--- src/rtl/inst_fetch_queue.sv ---
// -----------------------------------------------------------------------------
// inst_fetch_queue
//   Owns the fetch PC and issues pipelined requests to an instruction memory
//   that may insert wait states. In-order responses are tagged with their PC
//   and held in a DEPTH-entry queue, which feeds decode over valid/ready. A
//   redirect flushes the queue, restarts fetch at redirectAddr and discards
//   the responses that are still in flight.
//
//   Optional feature (macro FETCH_BYPASS_EN): when the queue is empty, a
//   non-dropped response is presented to decode in the same cycle. If decode
//   consumes it in that cycle, it is not stored.
//
// Ports:
//   clk, rstN                 clock (rising edge), async active-low reset
//   memReqValid/Ready/Addr    request channel to instruction memory
//   memRespValid/Data         in-order response channel (never back-pressured)
//   redirect, redirectAddr    flush and restart fetch at a new PC
//   instValid/Ready           instruction handshake to decode
//   instruction, instPc       head instruction and its PC (0 when empty)
//   occupancy                 number of queue entries held
// -----------------------------------------------------------------------------
module inst_fetch_queue #(
    parameter int                ADDR_W   = 32,
    parameter int                DATA_W   = 32,
    parameter int                DEPTH    = 4,
    parameter logic [ADDR_W-1:0] RESET_PC = '0,
    parameter logic [ADDR_W-1:0] PC_STEP  = 4
) (
    input  logic                     clk,
    input  logic                     rstN,
    output logic                     memReqValid,
    input  logic                     memReqReady,
    output logic [ADDR_W-1:0]        memReqAddr,
    input  logic                     memRespValid,
    input  logic [DATA_W-1:0]        memRespData,
    input  logic                     redirect,
    input  logic [ADDR_W-1:0]        redirectAddr,
    output logic                     instValid,
    input  logic                     instReady,
    output logic [DATA_W-1:0]        instruction,
    output logic [ADDR_W-1:0]        instPc,
    output logic [$clog2(DEPTH):0]   occupancy
);

    localparam int PTR_W = $clog2(DEPTH);
    localparam int CNT_W = PTR_W + 1;
    // Requests issued after a redirect are credited against live entries only,
    // so stale in-flight requests can pile up on top of DEPTH while a slow
    // memory drains them. Two extra bits cover several back-to-back redirects
    // against a stalled memory.
    localparam int OUT_W = CNT_W + 2;
    localparam int SUM_W = OUT_W + 1;

    logic [ADDR_W-1:0] fetchPc;
    logic [ADDR_W-1:0] respPc;
    logic [DATA_W-1:0] dataMem [DEPTH];
    logic [ADDR_W-1:0] pcMem   [DEPTH];
    logic [PTR_W-1:0]  wrPtr;
    logic [PTR_W-1:0]  rdPtr;
    logic [CNT_W-1:0]  count;
    logic [OUT_W-1:0]  outstanding;
    logic [OUT_W-1:0]  dropCount;
    // Keeps memReqValid low while in reset and for the first cycle after it.
    logic              fetchEn;

    logic [SUM_W-1:0]  inUse;
    logic              reqFire;
    logic              respDrop;
    logic              respPush;
    logic              qValid;
    logic              qPop;
    logic              store;
    logic [OUT_W-1:0]  outAfter;

    // Live entries plus live (non-dropped) in-flight requests.
    assign inUse = SUM_W'(count) + SUM_W'(outstanding) - SUM_W'(dropCount);

    assign memReqValid = fetchEn && !redirect && (inUse < SUM_W'(DEPTH));
    assign memReqAddr  = fetchPc;
    assign reqFire     = memReqValid && memReqReady;

    assign respDrop    = memRespValid && (dropCount != '0);
    assign respPush    = memRespValid && (dropCount == '0);

    assign qValid      = (count != '0);
    // A pop coinciding with a redirect is ignored: the flush wins.
    assign qPop        = qValid && instReady && !redirect;
    assign occupancy   = count;

    assign outAfter    = outstanding + OUT_W'(reqFire) - OUT_W'(memRespValid);

`ifdef FETCH_BYPASS_EN
    logic bypass;
    assign bypass = respPush && !qValid && !redirect;
    // A bypassed word taken by decode in the same cycle never enters the queue.
    assign store  = respPush && !(bypass && instReady);
`else
    assign store  = respPush;
`endif

    always_comb begin
        instValid   = qValid;
        instruction = '0;
        instPc      = '0;
        if (qValid) begin
            instruction = dataMem[rdPtr];
            instPc      = pcMem[rdPtr];
        end
`ifdef FETCH_BYPASS_EN
        else if (bypass) begin
            instValid   = 1'b1;
            instruction = memRespData;
            instPc      = respPc;
        end
`endif
    end

    always_ff @(posedge clk or negedge rstN) begin
        if (!rstN) begin
            fetchEn     <= 1'b0;
            fetchPc     <= RESET_PC;
            respPc      <= RESET_PC;
            wrPtr       <= '0;
            rdPtr       <= '0;
            count       <= '0;
            outstanding <= '0;
            dropCount   <= '0;
        end else begin
            fetchEn     <= 1'b1;
            outstanding <= outAfter;
            if (redirect) begin
                fetchPc   <= redirectAddr;
                respPc    <= redirectAddr;
                wrPtr     <= '0;
                rdPtr     <= '0;
                count     <= '0;
                // Everything still in flight is stale; set, never accumulate.
                dropCount <= outAfter;
            end else begin
                if (reqFire)  fetchPc   <= fetchPc + PC_STEP;
                if (respPush) respPc    <= respPc + PC_STEP;
                if (respDrop) dropCount <= dropCount - OUT_W'(1);
                if (store)    wrPtr     <= wrPtr + PTR_W'(1);
                if (qPop)     rdPtr     <= rdPtr + PTR_W'(1);
                count <= count + CNT_W'(store) - CNT_W'(qPop);
            end
        end
    end

    // NOTE: the queue storage has no reset; every read is qualified by
    // count != 0, so contents left over from before reset or a flush are
    // never visible.
    always_ff @(posedge clk) begin
        if (store) begin
            dataMem[wrPtr] <= memRespData;
            pcMem[wrPtr]   <= respPc;
        end
    end

endmodule

--- config.mk ---
export PLATFORM = sky130hd
export DESIGN_NAME = inst_fetch_queue
export DESIGN_NICKNAME = d
export VERILOG_FILES = /design/src/rtl/inst_fetch_queue.sv
export SDC_FILE = /design/constraint.sdc
export NUM_CORES = 1
export LEC_CHECK = 0
export BUFFER_PORTS_ARGS = -buffer_cell sky130_fd_sc_hd__buf_2
export CAP_MARGIN = 20
export CORE_MARGIN = 2
export CORE_UTILIZATION = 50
export DETAILED_ROUTE_END_ITERATION = 6
export GPL_ROUTABILITY_DRIVEN = 0
export GPL_TIMING_DRIVEN = 0
export HOLD_SLACK_MARGIN = 0.08
export PLACE_DENSITY = 0.68
export SLEW_MARGIN = 20
export SYNTH_ARGS = -nofsm -noshare
export SYNTH_HDL_FRONTEND = slang
export SYNTH_SLANG_ARGS = --single-unit
export TNS_END_PERCENT = 10
--- constraint.sdc ---
create_clock -name clk -period 9 [get_ports clk]
set_input_delay 0.9 -clock clk [delete_from_list [all_inputs] [get_ports clk]]
set_output_delay 0.9 -clock clk [all_outputs]
set_load 0.01 [all_outputs]
==> flow_summary.json <==
{
  "diodes": 0,
  "wl_met2_um": 14000,
  "syn_nets": 1036,
  "rr_endpoint": "dropCount[4]",
  "cts.repair.resized": 0,
  "cts_buffer_depth": 3,
  "wl_met3_um": 2030,
  "cellPowerDensity_nw_per_um2": 263,
  "finalSetupTns_ns": 0,
  "synthTopCellsByArea": "edfxtp_1, dfrtp_1, mux4_2",
  "worst_ep_arrival_time_ns": 4.72,
  "period_share_pct": 47.8,
  "clkSlewWorstSetupHoldPaths_ns": 0.07,
  "syn_area_um2": 14500,
  "crit_path_max_fanout": 10,
  "drv_cap": 0,
  "fin_skew_ns": 0.0159,
  "ys_warn_count": 0,
  "worstMarginPinSlew_ns": 0.854,
  "path_class": "reg -> reg",
  "ctsRootBufferMaster": "clkbuf_16",
  "die_w_um": 174,
  "fillCellCount": 2198,
  "final_cell_mix": "edfxtp_1, buf_2, dfrtp_1",
  "start_kind": "register",
  "multi_input_area_um2": 4390,
  "drt-pass1-iter-count": 5,
  "grt_remaining_overflow": 0,
  "routed_wl_um": 30300,
  "r2r_cells": 20,
  "place.port_buffers": 169,
  "synth-async-reset-ratio_pct": 24.3,
  "synth_top_area_share_pct": 53.2,
  "status": "complete, no violations",
  "wl_met1_um": 13700,
  "dp_hpwl_um": 20600,
  "rows": 62,
  "path_cells": "inv_1, ha_1, ha_1, or3b_4, a221oi_4, nand4b_4, nor2_8, inv_4, buf_2, ha_1, inv_1, ha_1, inv_1, fa_1, inv_1, a21o_1, a21oi_1, xnor2_1, nand2_1, o21ai_0",
  "grt_max_degree": 47,
  "globalRouteTotalUtil_pct": 20.3,
  "synth-edff-count": 256,
  "insertion_delay_ns": 0.50,
  "vdd_ir_drop_max_mv": 0.187,
  "fmax_mhz": 233,
  "end_kind": "register",
  "syn_area_per_cell_um2": 15.4,
  "antenna_found_initial": 0,
  "mostFrequentLayoutCell": "edfxtp_1",
  "drt_iter0_markers": 559,
  "relSlewSlack_pct": 43.1,
  "critical-path-max-stage-delay_ns": 0.42,
  "holdCritPathClass": "in -> async",
  "cp_slowest_cell": "dfrtp_1",
  "routed_via_density": 5.51,
  "route.detailed.drc": 0,
  "period_minus_slack_ns": 4.30,
  "r2r-start": "dropCount[4]",
  "top_layer": "met4",
  "grt_pass1_vias": 8509,
  "drtAntennaViolNets": 0,
  "post_cts_buffers": 0,
  "cp.required_ns": 9.43,
  "grt_first_pass_wirelength_um": 47900,
  "final-seq-area_um2": 9740,
  "cts.sinks": 338,
  "ys_seq_area_share_pct": 67.4,
  "cts_buffers": 36,
  "p_total_mw": 4.49,
  "setup-violations-final": 0,
  "ys_ff_latch": 338,
  "cts_hold_buf": 0,
  "synthDistinctLibCells": 54,
  "cts_tree": "built",
  "yosys.area.top_type": "edfxtp_1",
  "maxSlewViolCount": 0,
  "grt_setup_unrepaired": "no",
  "vias": 8608,
  "syn_to_final_growth_pct": 18.1,
  "core-area_um2": 28600,
  "hold_viol_final": 0,
  "io_pins": 171,
  "nets": 1248,
  "die_h_um": 174,
  "dieArea_um2": 30300,
  "syn-instance-count": 941,
  "start_util_pct": 50.5,
  "drive_gt1_share_pct": 27.2,
  "wl_per_cell_um": 19.4,
  "reg2reg_slack_ns": 4.70,
  "synth-main-ff-cell": "edfxtp_1",
  "leakage_nw": 6.36,
  "htreeDepth": 2
}
[layout make-up]
cell class | instances | area share [%]
flip-flops and latches | 338 | 57.1
multi-input cells | 517 | 25.7
clock inverters | 20 | 0.887
repair buffers | 174 | 5.73
inverters | 46 | 1.03
plain buffers | 40 | 0.997
well taps | 384 | 2.81
clock buffers | 44 | 5.75
[stage by stage]
stage | cells | setup slack [ns] | util [%] | hold slack [ns] | instance area, um2
2_1_floorplan | 941 | 5.21 | - | 0.476 | 14500
3_3_place_gp | 1494 | 4.69 | 55.1 | 0.532 | 15800
3_5_place_dp | 1499 | 4.70 | 55.7 | 0.539 | 15900
4_1_cts | 1563 | 4.68 | 59.6 | 0.424 | 17100
5_1_grt | 1563 | 4.37 | 59.6 | 0.465 | 17100
6_report | 1563 | 4.70 | 59.6 | 0.422 | 17100
[metal layers]
layer | global-route usage (%) | vias to the layer above
li1 | - | 3982
met1 | 30.3 | 4245
met2 | 31.7 | 332
met3 | 3.26 | 49
met4 | 4.97 | 0
met5 | 0 | -
[worst max-delay path, delay by kind of cell, from the launching register on]
| family | cells | cell delay [ns] |
|---|---|---|
| buffers and inverters | 6 | 0.55 |
| AOI/OAI and AO/OA | 4 | 0.56 |
| adders and majority gates | 5 | 1.46 |
| DFF | 1 | 0.42 |
| and+or+nand+nor | 4 | 1.01 |
| xor gates and xnor gates | 1 | 0.23 |
[cell families (layout without fill, tap and decap cells)]
kind of cell	count (synthesis)	after routing	synth area share, %
compound gates	102	102	4.40
other cells	1	1	0.0259
fa+ha+maj	25	25	2.37
simple gates	280	280	10.7
flops	338	338	67.4
buf+inv	86	324	2.39
mux	68	68	10.3
xor+xnor	41	41	2.48
[Yosys cell counts, drive strengths merged (4+ instances only)]
| cell type | n |
|---|---|
| nor2 | 22 |
| clkbuf | 25 |
| nand2 | 62 |
| a21o | 4 |
| buf | 15 |
| xnor2 | 17 |
| nand4 | 18 |
| nor3 | 8 |
| a221o | 4 |
| a31oi | 4 |
| o311ai | 6 |
| o21ai | 49 |
| xor2 | 24 |
| dfrtp | 82 |
| edfxtp | 256 |
| nand2b | 4 |
| or2 | 5 |
| and3 | 17 |
| o211ai | 8 |
| fa | 4 |
| and2 | 72 |
| ha | 21 |
| nor4 | 5 |
| or3 | 11 |
| a21oi | 18 |
| inv | 45 |
| mux4 | 64 |
| nand3 | 41 |
[power by group]
part	switching [mW]	total [mW]	internal [mW]
sequential	0.107	1.89	1.79
combinational	0.634	1.19	0.557
clock	0.576	1.41	0.833
[sequential cells by signal, summed over array words and instances, names as in the netlist]
signal,count
dataMem,128
fetchEn,1
respPc,32
pcMem,128
rdPtr,2
wrPtr,2
outstanding,5
dropCount,5
memReqAddr,32
occupancy,3
[worst max path at each step]
stage	startpoint	end	slack [ns]	cells after the start
finish	dropCount[4]	dropCount[4]	4.70	20
global route	dropCount[4]	dropCount[4]	4.37	20
CTS	dropCount[4]	dropCount[4]	4.68	20
detailed placement	dropCount[4]	dropCount[4]	4.70	20
global placement	dropCount[4]	dropCount[4]	4.69	20
floorplan	dropCount[4]	dropCount[4]	5.21	20
Power figures use the tool's default switching activity.
